$ cat config.mk
export PLATFORM = sky130hd
export DESIGN_NAME = clock_divider_flat
export DESIGN_NICKNAME = d
export VERILOG_FILES = /design/src/rtl/clock_divider_if.sv /design/src/rtl/clock_divider.sv /design/src/flat_wrapper.sv
export SDC_FILE = /design/constraint.sdc
export NUM_CORES = 1
export LEC_CHECK = 0
export CORE_UTILIZATION = 50
export CTS_CLUSTER_DIAMETER = 30
export DETAILED_ROUTE_END_ITERATION = 10
export PLACE_DENSITY = 0.76
export SYNTH_ARGS = -nofsm -noshare
export SYNTH_HDL_FRONTEND = slang
export SYNTH_SLANG_ARGS = --single-unit
$ cat constraint.sdc
create_clock -name i_clk -period 3.25 [get_ports i_clk]
set_clock_uncertainty 0.15 [all_clocks]
set_input_delay 0.65 -clock i_clk [delete_from_list [all_inputs] [get_ports i_clk]]
set_output_delay 0.65 -clock i_clk [all_outputs]
set_load 0.02 [all_outputs]
$ cat src/rtl/clock_divider_if.sv
// Controller-side bundle for the SPI serial-clock generator:
// configuration and start in, ready and divided clock out.
interface clock_divider_if;
    logic [8:0] i_config;
    logic       i_start_n;
    logic       o_ready;
    logic       o_clk;

    modport master (
        output i_config,
        output i_start_n,
        input  o_ready,
        input  o_clk
    );

    modport slave (
        input  i_config,
        input  i_start_n,
        output o_ready,
        output o_clk
    );
endinterface

$ cat src/rtl/clock_divider.sv
// Programmable SCLK generator: on start, emits exactly 8 periods of i_clk/D on o_clk,
// low-first within each period, then returns to idle with o_clk low.
module clock_divider (
    input  logic            i_clk,
    input  logic            i_rst,
    clock_divider_if.slave  bus
);

    localparam int unsigned DIV_W   = 8;
    localparam int unsigned PER_W   = 3;
    localparam logic [DIV_W-1:0] DIV_RST = DIV_W'(4);
    localparam logic [DIV_W-1:0] DIV_MIN = DIV_W'(2);
    localparam logic [PER_W-1:0] PER_LAST = PER_W'(7);

    typedef enum logic {
        ST_IDLE = 1'b0,
        ST_RUN  = 1'b1
    } state_t;

    state_t             state_q,  state_d;
    logic [DIV_W-1:0]   div_q,    div_d;
    logic [DIV_W-1:0]   phase_q,  phase_d;
    logic [PER_W-1:0]   period_q, period_d;
    logic               ready_q,  ready_d;
    logic               sclk_q,   sclk_d;

    logic [DIV_W-1:0]   cfg_div;
    logic               cfg_load;
    logic [DIV_W-1:0]   half;
    logic               phase_last;

    assign cfg_div    = bus.i_config[8:1];
    assign cfg_load   = bus.i_config[0];
    assign half       = div_q >> 1;
    assign phase_last = (phase_q == (div_q - DIV_W'(1)));

    // State and output registers
    always_ff @(posedge i_clk) begin
        if (i_rst) begin
            state_q  <= ST_IDLE;
            div_q    <= DIV_RST;
            phase_q  <= '0;
            period_q <= '0;
            ready_q  <= 1'b1;
            sclk_q   <= 1'b0;
        end else begin
            state_q  <= state_d;
            div_q    <= div_d;
            phase_q  <= phase_d;
            period_q <= period_d;
            ready_q  <= ready_d;
            sclk_q   <= sclk_d;
        end
    end

    // Next-state and registered-output logic
    always_comb begin
        state_d  = state_q;
        div_d    = div_q;
        phase_d  = phase_q;
        period_d = period_q;
        ready_d  = ready_q;
        sclk_d   = sclk_q;

        unique case (state_q)
            ST_IDLE: begin
                ready_d = 1'b1;
                sclk_d  = 1'b0;
                // Divisors below 2 cannot form a low and a high phase; clamp them.
                if (cfg_load) begin
                    div_d = (cfg_div < DIV_MIN) ? DIV_MIN : cfg_div;
                end
                if (!bus.i_start_n) begin
                    state_d  = ST_RUN;
                    ready_d  = 1'b0;
                    phase_d  = '0;
                    period_d = '0;
                end
            end

            ST_RUN: begin
                if (phase_last) begin
                    phase_d  = '0;
                    period_d = period_q + PER_W'(1);
                end else begin
                    phase_d  = phase_q + DIV_W'(1);
                end
                // o_clk is registered from the upcoming phase so it lines up with phase_q.
                sclk_d = (phase_d >= half);
                if (phase_last && (period_q == PER_LAST)) begin
                    state_d  = ST_IDLE;
                    ready_d  = 1'b1;
                    sclk_d   = 1'b0;
                    period_d = '0;
                end
            end

            default: begin
                state_d = ST_IDLE;
            end
        endcase
    end

    assign bus.o_ready = ready_q;
    assign bus.o_clk   = sclk_q;

endmodule

$ cat src/flat_wrapper.sv
// flat-port wrapper written by rule: the top's interface ports become plain ports
module clock_divider_flat 
  (i_clk, i_rst, bus_i_config, bus_i_start_n, bus_o_ready, bus_o_clk);
  clock_divider_if bus_i ();
  input  logic i_clk;
  input  logic i_rst;
  input wire logic [$bits(bus_i.i_config)-1:0] bus_i_config;
  input wire logic [$bits(bus_i.i_start_n)-1:0] bus_i_start_n;
  output wire logic [$bits(bus_i.o_ready)-1:0] bus_o_ready;
  output wire logic [$bits(bus_i.o_clk)-1:0] bus_o_clk;
  assign bus_i.i_config = bus_i_config;
  assign bus_i.i_start_n = bus_i_start_n;
  assign bus_o_ready = bus_i.o_ready;
  assign bus_o_clk = bus_i.o_clk;
  clock_divider u_core (.i_clk(i_clk), .i_rst(i_rst), .bus(bus_i));
endmodule
==> results of run 1 <==
[area by class of cell]
type	count	area (µm²)	area share, %
clock buffers	3	22.5	1.42
flip-flops and latches	22	442	27.8
inverters	13	48.8	3.07
repair buffers	16	153	9.61
multi-input cells	131	885	55.7
well taps	30	37.5	2.36
[worst paths after layout]
| kind | startpoint | to |
|---|---|---|
| worst max-delay path | u_core.div_q[1] | u_core.bus.o_clk |
| worst min-delay path | u_core.period_q[1] | u_core.period_q[1] |
| worst max register to register | u_core.div_q[1] | u_core.bus.o_clk |
| worst min register to register | u_core.period_q[1] | u_core.period_q[1] |
[cell usage after synthesis (all sizes together) (3+ instances only)]
| master | number |
|---|---|
| inv | 13 |
| xor2 | 6 |
| ha | 11 |
| nand2b | 5 |
| nand2 | 18 |
| or2 | 3 |
| o21ai | 4 |
| a21o | 3 |
| nand3 | 7 |
| a22o | 3 |
| clkbuf | 3 |
| buf | 3 |
| xnor2 | 7 |
| a21oi | 14 |
| nor3 | 6 |
| nor2b | 4 |
| nor2 | 15 |
| dfxtp | 22 |
[registers in the layout (all words and copies together) (netlist names)]
signal / cells
u_core.bus.o_clk: 1
u_core.phase_q: 8
u_core.div_q: 8
u_core.bus.o_ready: 1
u_core.period_q: 3
u_core.state_q: 1
[cells by family (layout without fill, tap and decap cells)]
group / Yosys count / after routing / share of synthesized area [%]
flip-flops: 22 / 22 / 31.2
AO/OA/AOI/OAI: 42 / 42 / 21.8
buffers and inverters: 19 / 32 / 6.46
XOR/XNOR: 13 / 13 / 8.05
adder cells (fa/ha/maj): 11 / 11 / 9.73
AND/OR/NAND/NOR: 65 / 65 / 22.8
[report_power, final]
group	total (mW)	leakage (nW)	internal, mW	switching (mW)
Combinational	0.114	0.478	0.0572	0.0571
Clock	0.124	0.0138	0.0434	0.0802
Sequential	0.302	0.180	0.284	0.0186
Total	0.540	0.672	0.384	0.156
[critical path: stages, from the launching register on]
cell	delay, ns
dfxtp_1	0.37
inv_1	0.09
ha_2	0.23
nand4_1	0.12
xnor2_1	0.20
nand4_1	0.16
a221oi_2	0.23
buf_4	0.22
nor2b_1	0.06
ha_1	0.27
a21o_1	0.15
a21o_1	0.16
a21oi_1	0.14
o21ai_0	0.12
o21bai_1	0.14
a21oi_1	0.07
[layer usage]
metal  GRT usage, %  up-vias
met1           31.5      597
li1               -      635
met5              0        -
met4           7.50        0
met2           43.6       18
met3           4.37        5
[stage by stage]
stage                     utilization (%)  worst slack, ns  hold WS (ns)
final                                61.8            0.243         0.339
after global routing                 61.8           0.0530         0.362
after CTS                            61.7            0.208         0.344
after detailed placement             60.8            0.232         0.315
after global placement               60.8            0.337         0.303
after floorplan                         -            0.232         0.296
==> out/results.txt, run 1 <==
Pwr dens - 340 nW/µm²
Setup_tns - 0 ns
Min Tclk post-route - 3.01 ns
Cell taking the most area after synthesis - dfxtp_1
Final Max Tran Viols - 0
WL/cell - 14.5 µm
GPL Wtd Cong - 0.792
H-tree levels - 1
Post-synth top flop - dfxtp_1
Top Ports - 14
Clock transition at the registers of the reported paths - 0.12 ns
Most common cell after layout, fill and taps aside - dfxtp_1
Clock buffer count from CTS - 3
Core area - 2570 µm²
Status - complete, no violations
CTS tree - built
Endpoints failing setup - 0
Post-cts sizing count - 0
FILL cells - 232
Crit end category - register
Post-Layout Cell Count - 215
Critical setup path kind - register to register
First-pass DRT Iterations - 4
Synth top area cells - dfxtp_1 31%, ha_1 9.7%, nand2_1 4.8%, a21oi_1 4.6%, xnor2_1 4.3%
Initial antenna violation count - 0
Clock sink count - 22
Remaining Overflow, GRT - 0
Max IR drop VDD - 0.307 mV
Root buffer cell - clkbuf_4
DR vias/cell - 5.84
Ys async rst share - 0%
Vias in the first global route - 1,217
Reg2Reg Depth - 15
Sequential area share after synthesis - 31.2%
Final ANT Viol Nets - 0
Die area - 3040 µm²
Post-Syn Nets - 195
First-pass GRT wire length - 5.34 mm
Synth top area share - 31.2%
Top sig layer - met4
Synthesis-to-layout area growth - 12.3%
CTS Hold Bufs - 0
DRC Markers - 0
Metal1 wirelength - 1.54 mm
Warnings from Yosys - 0
Final hold violation count - 0
Clock Tree Buf Depth - 2
Inserted Diodes - 0
Die W - 55.2 µm
Post-synth EDFFs - 0
Design Area, Final - 1590 µm²
# port buffers - 13
Final wirelength - 3.13 mm
Worst-path fanout max - 10
DR iter-0 viols - 24
Via count - 1,255
Share of cells above drive strength 1 - 9.19%
Syn_area_per_cell - 8.22 µm²
Flop-to-flop setup slack - 0.24 ns
Fin crit share - 92.5%
WHS Path Cells - 1
Placed cell area - 1560 µm²
CP Data Arrival Time - 3.05 ns
Max Cap Viol - 0
Static Leak - 0.672 nW
Cell variety after synth - 43
Hold WC Path Type - register to register
Most frequent cells in the layout - 21 x dfxtp_1, 18 x nand2_1, 15 x nor2_1
Worst-skew pair later-pin latency - 0.31 ns
Largest net degree at the start of global routing - 16
Die height - 55.2 µm
Worst slew margin - 67.2%
Synthesized flop and latch total - 22
Met3 Wirelength - 93 µm
Power Total - 0.540 mW
Post-CTS setup buffer count - 0
Initial core utilization - 55.1%
Cell Area, Synth - 1410 µm²
Cells after DPL - 212
Net count, final - 210
Post-DP HPWL - 2.43 mm
GRT Util Overall - 25.2%
Cells after synthesis - 172
CP required - 3.30 ns
CP startpoint kind - register
Met2 wire length - 1.45 mm
Site Rows - 18
Fmax - 0.333 GHz
Slew at the pin closest to its max-slew limit - 0.491 ns
RSZ-0062 raised after global routing - false
Note: power is estimated with default switching activity, not from simulation.
==> run 2: changes to the inputs <==
--- a/config.mk
+++ b/config.mk
@@ -9,6 +9,7 @@
 export CTS_CLUSTER_DIAMETER = 30
 export DETAILED_ROUTE_END_ITERATION = 10
 export PLACE_DENSITY = 0.76
+export SLEW_MARGIN = 10
 export SYNTH_ARGS = -nofsm -noshare
 export SYNTH_HDL_FRONTEND = slang
 export SYNTH_SLANG_ARGS = --single-unit
==> results of run 2 <==
No change in the layout: final DEF, timing and power equal those of run 1.
